<file path="config.mk">
export PLATFORM = sky130hd
export DESIGN_NAME = decoder_scan_nx
export DESIGN_NICKNAME = d
export VERILOG_FILES = /design/src/rtl/decoder_scan_nx.sv
export SDC_FILE = /design/constraint.sdc
export NUM_CORES = 1
export LEC_CHECK = 0
export CAP_MARGIN = 40
export CORE_MARGIN = 2
export CORE_UTILIZATION = 40
export CTS_CLUSTER_SIZE = 25
export DETAILED_ROUTE_END_ITERATION = 8
export GPL_ROUTABILITY_DRIVEN = 1
export GPL_TIMING_DRIVEN = 0
export HOLD_SLACK_MARGIN = 0.08
export PLACE_DENSITY = 0.66
export SLEW_MARGIN = 20
export SYNTH_ARGS = -nofsm -noshare
export SYNTH_HDL_FRONTEND = slang
export SYNTH_SLANG_ARGS = --single-unit
</file>
<file path="constraint.sdc">
create_clock -name clk -period 2 [get_ports clk]
set_input_delay 0.3 -clock clk [delete_from_list [all_inputs] [get_ports clk]]
set_output_delay 0.3 -clock clk [all_outputs]
set_load 0.05 [all_outputs]
</file>
<file path="src/rtl/decoder_scan_nx.sv">
// Registered N-to-M binary-to-one-hot decoder with a free-running SCAN mode.
// Optional range checking (err port) is enabled by defining DEC_RANGE_CHK_EN.
module decoder_scan_nx #(
  parameter int IN_W       = 3,
  parameter int OUT_N      = 8,
  parameter int DWELL_W    = 8,
  parameter int ACTIVE_LOW = 0
) (
  input  logic               clk,
  input  logic               rst_n,
  input  logic               en,
  input  logic               mode,
  input  logic [IN_W-1:0]    data_in,
  input  logic               in_valid,
  output logic               in_ready,
  input  logic [DWELL_W-1:0] dwell,
  output logic [OUT_N-1:0]   result,
  output logic               out_valid,
  output logic               scan_wrap
`ifdef DEC_RANGE_CHK_EN
  ,
  output logic               err
`endif
);

  typedef enum logic [1:0] {IDLE, DECODE, SCAN} state_t;

  localparam logic [OUT_N-1:0] INACTIVE = {OUT_N{ACTIVE_LOW != 0}};
  localparam logic [IN_W-1:0]  LAST_IDX = IN_W'(OUT_N - 1);

  state_t             state, state_nx;
  logic [IN_W-1:0]    idx, idx_nx, idx_inc;
  logic [DWELL_W-1:0] dwell_cnt, dwell_cnt_nx;
  logic [OUT_N-1:0]   result_nx;
  logic               out_valid_nx, scan_wrap_nx;
`ifdef DEC_RANGE_CHK_EN
  logic               err_nx;
`endif

  // Out-of-range codes match no line, so they naturally decode to INACTIVE.
  function automatic logic [OUT_N-1:0] drive_line(input logic [IN_W-1:0] code);
    logic [OUT_N-1:0] sel;
    sel = '0;
    for (int i = 0; i < OUT_N; i++) sel[i] = (code == IN_W'(i));
    return sel ^ INACTIVE;
  endfunction

  assign in_ready = (state == DECODE);
  assign idx_inc  = (idx == LAST_IDX) ? '0 : idx + 1'b1;

  // NOTE: every variable gets a default before the case so no path leaves it
  // unassigned; otherwise synthesis infers a latch.
  always_comb begin
    state_nx     = !en ? IDLE : (mode ? SCAN : DECODE);
    idx_nx       = idx;
    dwell_cnt_nx = dwell_cnt;
    result_nx    = result;
    out_valid_nx = 1'b0;
    scan_wrap_nx = 1'b0;
`ifdef DEC_RANGE_CHK_EN
    err_nx       = 1'b0;
`endif
    case (state_nx)
      DECODE: begin
        if (state != DECODE) begin
          result_nx = INACTIVE;
        end else if (in_valid) begin
          result_nx    = drive_line(data_in);
          out_valid_nx = 1'b1;
`ifdef DEC_RANGE_CHK_EN
          err_nx       = ({1'b0, data_in} >= (IN_W+1)'(OUT_N));
`endif
        end
      end
      SCAN: begin
        if (state != SCAN) begin
          idx_nx       = '0;
          dwell_cnt_nx = '0;
          result_nx    = drive_line('0);
          out_valid_nx = 1'b1;
        end else if (dwell_cnt >= dwell) begin
          // A count already past a freshly lowered dwell advances at once.
          idx_nx       = idx_inc;
          dwell_cnt_nx = '0;
          result_nx    = drive_line(idx_inc);
          out_valid_nx = 1'b1;
          scan_wrap_nx = (idx == LAST_IDX);
        end else begin
          dwell_cnt_nx = dwell_cnt + 1'b1;
        end
      end
      default: begin
        idx_nx       = '0;
        dwell_cnt_nx = '0;
        result_nx    = INACTIVE;
      end
    endcase
  end

  // NOTE: sequential state uses non-blocking assignments so every register
  // samples the pre-edge values regardless of statement order.
  always_ff @(posedge clk) begin
    if (!rst_n) begin
      state     <= IDLE;
      idx       <= '0;
      dwell_cnt <= '0;
      result    <= INACTIVE;
      out_valid <= 1'b0;
      scan_wrap <= 1'b0;
`ifdef DEC_RANGE_CHK_EN
      err       <= 1'b0;
`endif
    end else begin
      state     <= state_nx;
      idx       <= idx_nx;
      dwell_cnt <= dwell_cnt_nx;
      result    <= result_nx;
      out_valid <= out_valid_nx;
      scan_wrap <= scan_wrap_nx;
`ifdef DEC_RANGE_CHK_EN
      err       <= err_nx;
`endif
    end
  end

endmodule

</file>
==> results by group, run 1 <==
Yosys
  – Synth top area share: 0.308
  – Post-synthesis adder-cell area fraction: 0.125
  – Post-Syn Area per Cell: 8.55 sq um
  – XOR/XNOR Fraction of Synth Area: 0
  – Synth Flop Type: dfxtp_1
  – Post-synth EDFFs: 0
  – Mux cell area share after synthesis: 0.00669
  – Top cells by count, synth: dfxtp_1 (23), nand2_1 (20), ha_1 (15)
  – Top post-synthesis cells by area: dfxtp_1 (31%), ha_1 (13%), nand2_1 (5.0%)
  – Distinct cells, synth: 41
  – Syn Std Cell Area: 0.00150 sq mm
  – Post-Syn Instances: 175
  – Largest family of logic cells by synthesized area: simple AND/OR/NAND/NOR gates
  – Count of state elements after synthesis: 23
  – Ys Warns: 0
  – Compound-Gate Fraction of Synth Area: 0.196
  – Seq/Total Area, Yosys: 0.308
  – Count leader, synth: dfxtp_1
  – Post-Synth Simple-Gate Area: 0.313
  – Leading area contributor after synthesis: dfxtp_1
  – Syn nets: 206
  – Share of flip-flops with an asynchronous set or reset: 0

STA
  – Fmax: 523 MHz
  – Max-slew violation count: 0
  – Worst slew pin tran: 500 ps
  – Max-slew headroom: 0.666
  – Fin Clk Skew: 5.72 ps
  – Post-route minimum period: 1910 ps
  – Fin crit share: 0.957
  – Setup violators final: 0
  – Final TNS setup: 0 ps
  – Final hold violation count: 0

Critical path
  – Startpoint Class: input pin
  – Top Family by Delay on Critical Path: buffers and inverters
  – Critical setup path kind: in2reg
  – Worst r2r src: dwell_cnt[7]
  – CP Buf/Inv Count: 3
  – Reg2reg end: dwell_cnt[2]
  – Data arrival, critical path: 2070 ps
  – Crit path largest cell delay: 460 ps
  – Worst Path Required: 2160 ps
  – Slowest CP cell: clkdlybuf4s50_1
  – Worst reg-to-reg setup slack: 120 ps
  – Crit end category: register
  – Cell depth of the worst flop-to-flop path: 8
  – Crit path max fanout: 5
  – Worst path cell trace: clkdlybuf4s50_1, inv_1, ha_1, nand2_2, nor3_4, a211oi_4, buf_6, nand2b_4, a32o_1

Clocking
  – Max clock buf depth: 2
  – TritonCTS buffer count: 3
  – CTS sink cnt: 23
  – CTS tree: yes
  – Clk_lat worst skew: 260 ps
  – Worst-path clk slew: 80 ps
  – Root buffer cell: clkbuf_8
  – H-tree levels: 1

Finish
  – Nets: 239
  – Diode count: 0
  – Finished Layout Cells: 255
  – Filler cells: 351
  – Area Overhead vs Synth: 36.0%
  – Layout cells sized above 1: 0.188

GRT
  – First-pass GRT wire length: 6040 microns
  – Vias in the first global route: 1365
  – GRT Total Usage: 0.180
  – Grt total ovfl: 0
  – Largest net degree at the start of global routing: 13
  – Antenna violations before repair: 0

Pwr
  – Leakage power: 0.000900 uW
  – Max IR drop VDD: 0.311 mV
  – Pwr Total: 912 uW
  – Pwr/cell area: 448 mW/mm^2

Route
  – Remaining DRCs: 0
  – Post-Route WL: 3650 microns
  – 1st-iter DRT viols: 71
  – Drt wl/cell: 14.3 microns
  – Vias/cell: 5.54
  – TritonRoute pass-1 iters: 4
  – DR vias: 1412
  – Final ANT Viol Nets: 0

Job
  – Number of max-cap violations: 0

Die
  – Core footprint: 0.00363 sq mm
  – IO Pins: 27
  – Site Rows: 22
  – Die Height: 65.2 microns
  – Initial core utilization: 0.412
  – Die W: 65.2 microns
  – DIE AREA: 0.00425 sq mm

Placed design
  – Port bufs: 25
  – DP HPWL: 2610 microns
  – Placed Cells: 248
  – Routability congestion estimate: 0.752

Min path
  – Min-Delay Endpoint: state[1]
  – Hold crit path type: in2reg
  – Worst hold path startpoint: en
  – Hold path cells: 2

Outcome
  – Outcome: finished, final reports clean
cell type report:
type / count / area (sq um) / area share
Multi-Input combinational cell: 135 / 1100 / 0.540
Sequential cell: 23 / 462 / 0.227
Timing Repair Buffer: 29 / 299 / 0.147
Tap cell: 48 / 60.1 / 0.0295
Clock buffer: 4 / 45.0 / 0.0221
Inverter: 10 / 37.5 / 0.0184
Buffer: 6 / 33.8 / 0.0166
where the power goes:
part	total (uW)	internal [uW]	leakage [uW]	switching [uW]
clock network	287	142	0.0000228	145
registers	469	464	0.000187	5.43
logic	155	71.6	0.000691	83.8
total	912	677	0.000900	235
sequential cells by signal, indices dropped and copies added (netlist names):
register,count
idx,3
out_valid,1
scan_wrap,1
dwell_cnt,8
state,2
result,8
metrics by stage:
step	instance area (sq um)	utilization	hold slack, ps	setup WS, ps
6_report	2040	0.560	410	86.4
4_1_cts	1900	0.522	400	-37.8
5_1_grt	2040	0.560	432	-5.89
3_3_place_gp	1810	0.498	450	-559
2_1_floorplan	1500	-	464	22.7
3_5_place_dp	1810	0.498	487	-692
timing repair:
item                                   in CTS  in global routing
pin swaps                                   4                  8
hold buffers                                0                  0
cloned                                      0                  1
buffers inserted                            2                  1
endpoints found under the hold margin       0                  0
setup endpoints to repair                  22                 21
resized for setup                          11                 28
cells by family (layout without fill, tap and decap cells):
family / after synthesis / after routing
AOI/OAI and AO/OA: 38 / 38
adders and majority gates: 15 / 15
buffers and inverters: 17 / 49
DFF: 23 / 23
muxes: 1 / 1
and+or+nand+nor: 81 / 81
worst reg2reg max path: cells and delay by family (launching register included):
kind            cells  cell delay (ps)
compound gates      4              750
fa+ha+maj           1              240
buf+inv             2              270
flops               1              430
simple gates        1               90
how the worst max path moves through the flow:
stage              from            to  slack (ps)  cells after the start
3_3_place_gp   dwell[2]  dwell_cnt[7]        -560                      9
2_1_floorplan  dwell[2]     result[1]          20                      8
6_report       dwell[4]        idx[2]          90                      9
5_1_grt        dwell[6]     result[0]          -6                      8
4_1_cts        dwell[7]  dwell_cnt[7]         -40                      9
3_5_place_dp   dwell[2]  dwell_cnt[7]        -690                      9
placed cells by master, fill, tap and decap left out, types with 6 or more instances in the layout:
cell type,netlist,layout
clkdlybuf4s50_1,0,19
dfxtp_1,23,22
nand2b_1,9,8
and3_1,6,6
o211a_1,7,7
inv_1,10,6
nor2_1,13,12
ha_1,15,9
nand2_1,20,18
a31oi_1,6,6
nand3_1,7,7
routing by layer:
| layer | vias to the layer above | part of all wire | global-route usage |
|---|---|---|---|
| li1 | 701 | - | - |
| met1 | 685 | 0.43 | 0.214 |
| met2 | 20 | 0.52 | 0.323 |
| met3 | 6 | 0.030 | 0.0308 |
| met4 | 0 | 0.021 | 0.0677 |
| met5 | - | 0 | 0 |
Power figures use the tool's default switching activity.
==> run 2: changes to the inputs <==
CAP_MARGIN = 20   (was 40)
PLACE_DENSITY = 0.74   (was 0.66)
==> run 2 against run 1 <==
Flip-flop and latch count stayed put. Cell count is 2.0% higher. Largest cell class unchanged. Combinational power hardly changed. Non-clock buffer count is 5 higher. Sequential share of layout area hardly changed. Utilization is 0.24 points higher. First-iteration DRC count is 4.2% higher. Die area stayed put. Via count is 2.4% lower. Clock skew is 4.4 ps lower. Global-route usage is 1.0 points lower.
==> results by group, run 2 (same netlist as run 1, synthesis figures left out) <==
Finish
  – Reg area: 463 sq um (+0.27%)
  – Most frequent cells in the layout: dfxtp_1 (21), clkdlybuf4s50_1 (20), nand2_1 (18)
  – Area Overhead vs Synth: 36.6%
  – Filler cells: 362 (+3.1%)
  – Fin util: 0.563 (+0.00241)
  – Most common cell after layout, fill and taps aside: dfxtp_1
  – Multi-input combinational cell area: 0.00108 sq mm (-1.6%)
  – Largest regs: dwell_cnt x8, result x8, idx x3
  – Finished Cell Area: 0.00204 sq mm (+0.43%)
  – Diode count: 0 (unchanged)
  – Nets: 244 (+2.1%)
  – Layout cells sized above 1: 0.212 (+0.0239)

Route
  – DR vias: 1378 (-2.4%)
  – Remaining DRCs: 0 (unchanged)
  – Final ANT Viol Nets: 0 (unchanged)
  – Drt wl/cell: 13.5 microns (-6.0%)
  – Post-Route WL: 3500 microns (-4.2%)
  – TritonRoute pass-1 iters: 4 (unchanged)
  – Vias/cell: 5.30 (-4.3%)
  – 1st-iter DRT viols: 74 (+4.2%)

STA
  – Fin crit share: 0.961 (+0.00417)
  – Max-slew headroom: 0.668 (+0.00202)
  – Post-route minimum period: 1920 ps (+8.35 ps)
  – Final hold violation count: 0 (unchanged)
  – Min Hold Slack: 430 ps (+19.5 ps)
  – Setup violators final: 0 (unchanged)
  – Fmax: 520 MHz (-0.43%)
  – Max-slew violation count: 0 (unchanged)
  – Fin Clk Skew: 1.32 ps (-4.40 ps)
  – Worst slew pin tran: 497 ps (-3.02 ps)
  – Final TNS setup: 0 ps (unchanged)

GRT
  – Antenna violations before repair: 0 (unchanged)
  – First-pass GRT wire length: 5670 microns (-6.2%)
  – Grt total ovfl: 0 (unchanged)
  – Vias in the first global route: 1236 (-9.5%)
  – GRT Total Usage: 0.170 (-0.0104)
  – Largest net degree at the start of global routing: 14 (+1)

Placed design
  – Post-DP Area: 0.00181 sq mm (unchanged)
  – Port bufs: 25 (unchanged)
  – Routability congestion estimate: 0.807 (+7.3%)
  – DP HPWL: 2420 microns (-7.3%)

Clocking
  – TritonCTS buffer count: 3 (unchanged)
  – Root buffer cell: clkbuf_8
  – CTS sink cnt: 23 (unchanged)
  – CTS tree: yes
  – Clk_lat worst skew: 260 ps (about the same)
  – Worst-path clk slew: 80 ps (about the same)
  – Cts hold-fix bufs: 0 (unchanged)
  – Max clock buf depth: 2 (unchanged)
  – H-tree levels: 1 (unchanged)

Critical path
  – Crit path largest cell delay: 470 ps (about the same)
  – Worst Path Required: 2160 ps (about the same)
  – Critical setup path kind: in2reg
  – Data arrival, critical path: 2090 ps (+20 ps)
  – Slowest CP cell: clkdlybuf4s50_1
  – Crit path max fanout: 5 (unchanged)
  – Worst path cell trace: clkdlybuf4s50_1, inv_2, ha_4, nand2_2, nor3_4, a211oi_4, buf_4, nand2b_4, a31o_2
  – Startpoint Class: input pin
  – Crit end category: register
  – Top Family by Delay on Critical Path: buffers and inverters
  – CP Buf/Inv Count: 3 (unchanged)

Die
  – Die Height: 65.2 microns (unchanged)
  – Initial core utilization: 0.412 (unchanged)
  – IO Pins: 27 (unchanged)
  – Core footprint: 0.00363 sq mm (unchanged)
  – DIE AREA: 0.00425 sq mm (unchanged)
  – Site Rows: 22 (unchanged)
  – Die W: 65.2 microns (unchanged)

Job
  – Number of max-cap violations: 0 (unchanged)

Pwr
  – Max IR drop VDD: 0.428 mV (+38%)
  – Pwr/cell area: 447 mW/mm^2 (-0.20%)
  – Pwr Total: 914 uW (+0.23%)
  – Leakage power: 0.000914 uW (+1.5%)

Outcome
  – Outcome: finished, final reports clean

Min path
  – Hold crit path type: in2reg
-- run 2: repair_timing --
item / CTS / global route
setup buffers: 5 / 3
cloned: 1 / 0
endpoints found under the setup margin: 22 / 21
pin swaps: 9 / 8
gates resized for setup: 18 / 14
-- run 2: cell type report --
type | count | share of cell area
clock buffer | 3 | 0.0202
clock inverter | 1 | 0.00245
timing repair buffer | 34 | 0.158
buffer | 6 | 0.0165
multi-input combinational | 135 | 0.529
tap | 48 | 0.0294
sequential | 23 | 0.226
inverter | 10 | 0.0184
-- run 2: worst paths after layout --
path	start	endpoint	slack [ps]	depth (start not counted)
max	dwell[5]	idx[0]	80	9
min	en	state[1]	430	2
max reg2reg	dwell_cnt[2]	result[2]	120	6
min reg2reg	result[0]	result[0]	460	2
-- run 2: metal layers --
metal	vias up	share of wire	wire length (microns)	GRT usage
li1	712	-	-	-
met1	646	0.47	1660	0.216
met2	18	0.49	1710	0.291
met3	2	0.029	103	0.0411
met4	0	0.0054	19	0.0365
met5	-	0	0	0
-- run 2: power breakdown --
part / total [uW] / internal [uW] / switching, uW
Clock: 291 / 139 / 152
Combinational: 154 / 72.5 / 81.7
Sequential: 469 / 464 / 5.24
Total: 914 / 675 / 239
-- run 2: per-stage QoR --
stage	std cells	worst slack (ps)
after global placement	248	-611
after global routing	260	-13.4
after detailed placement	248	-635
after CTS	257	4.94
after floorplan	175	22.7
final	260	78.1
==> run 3: changes to the inputs <==
SKIP_LAST_GASP = 1   (was default)
==> results of run 3 <==
Same layout as run 2: the final DEF is identical, and so are final timing and power.
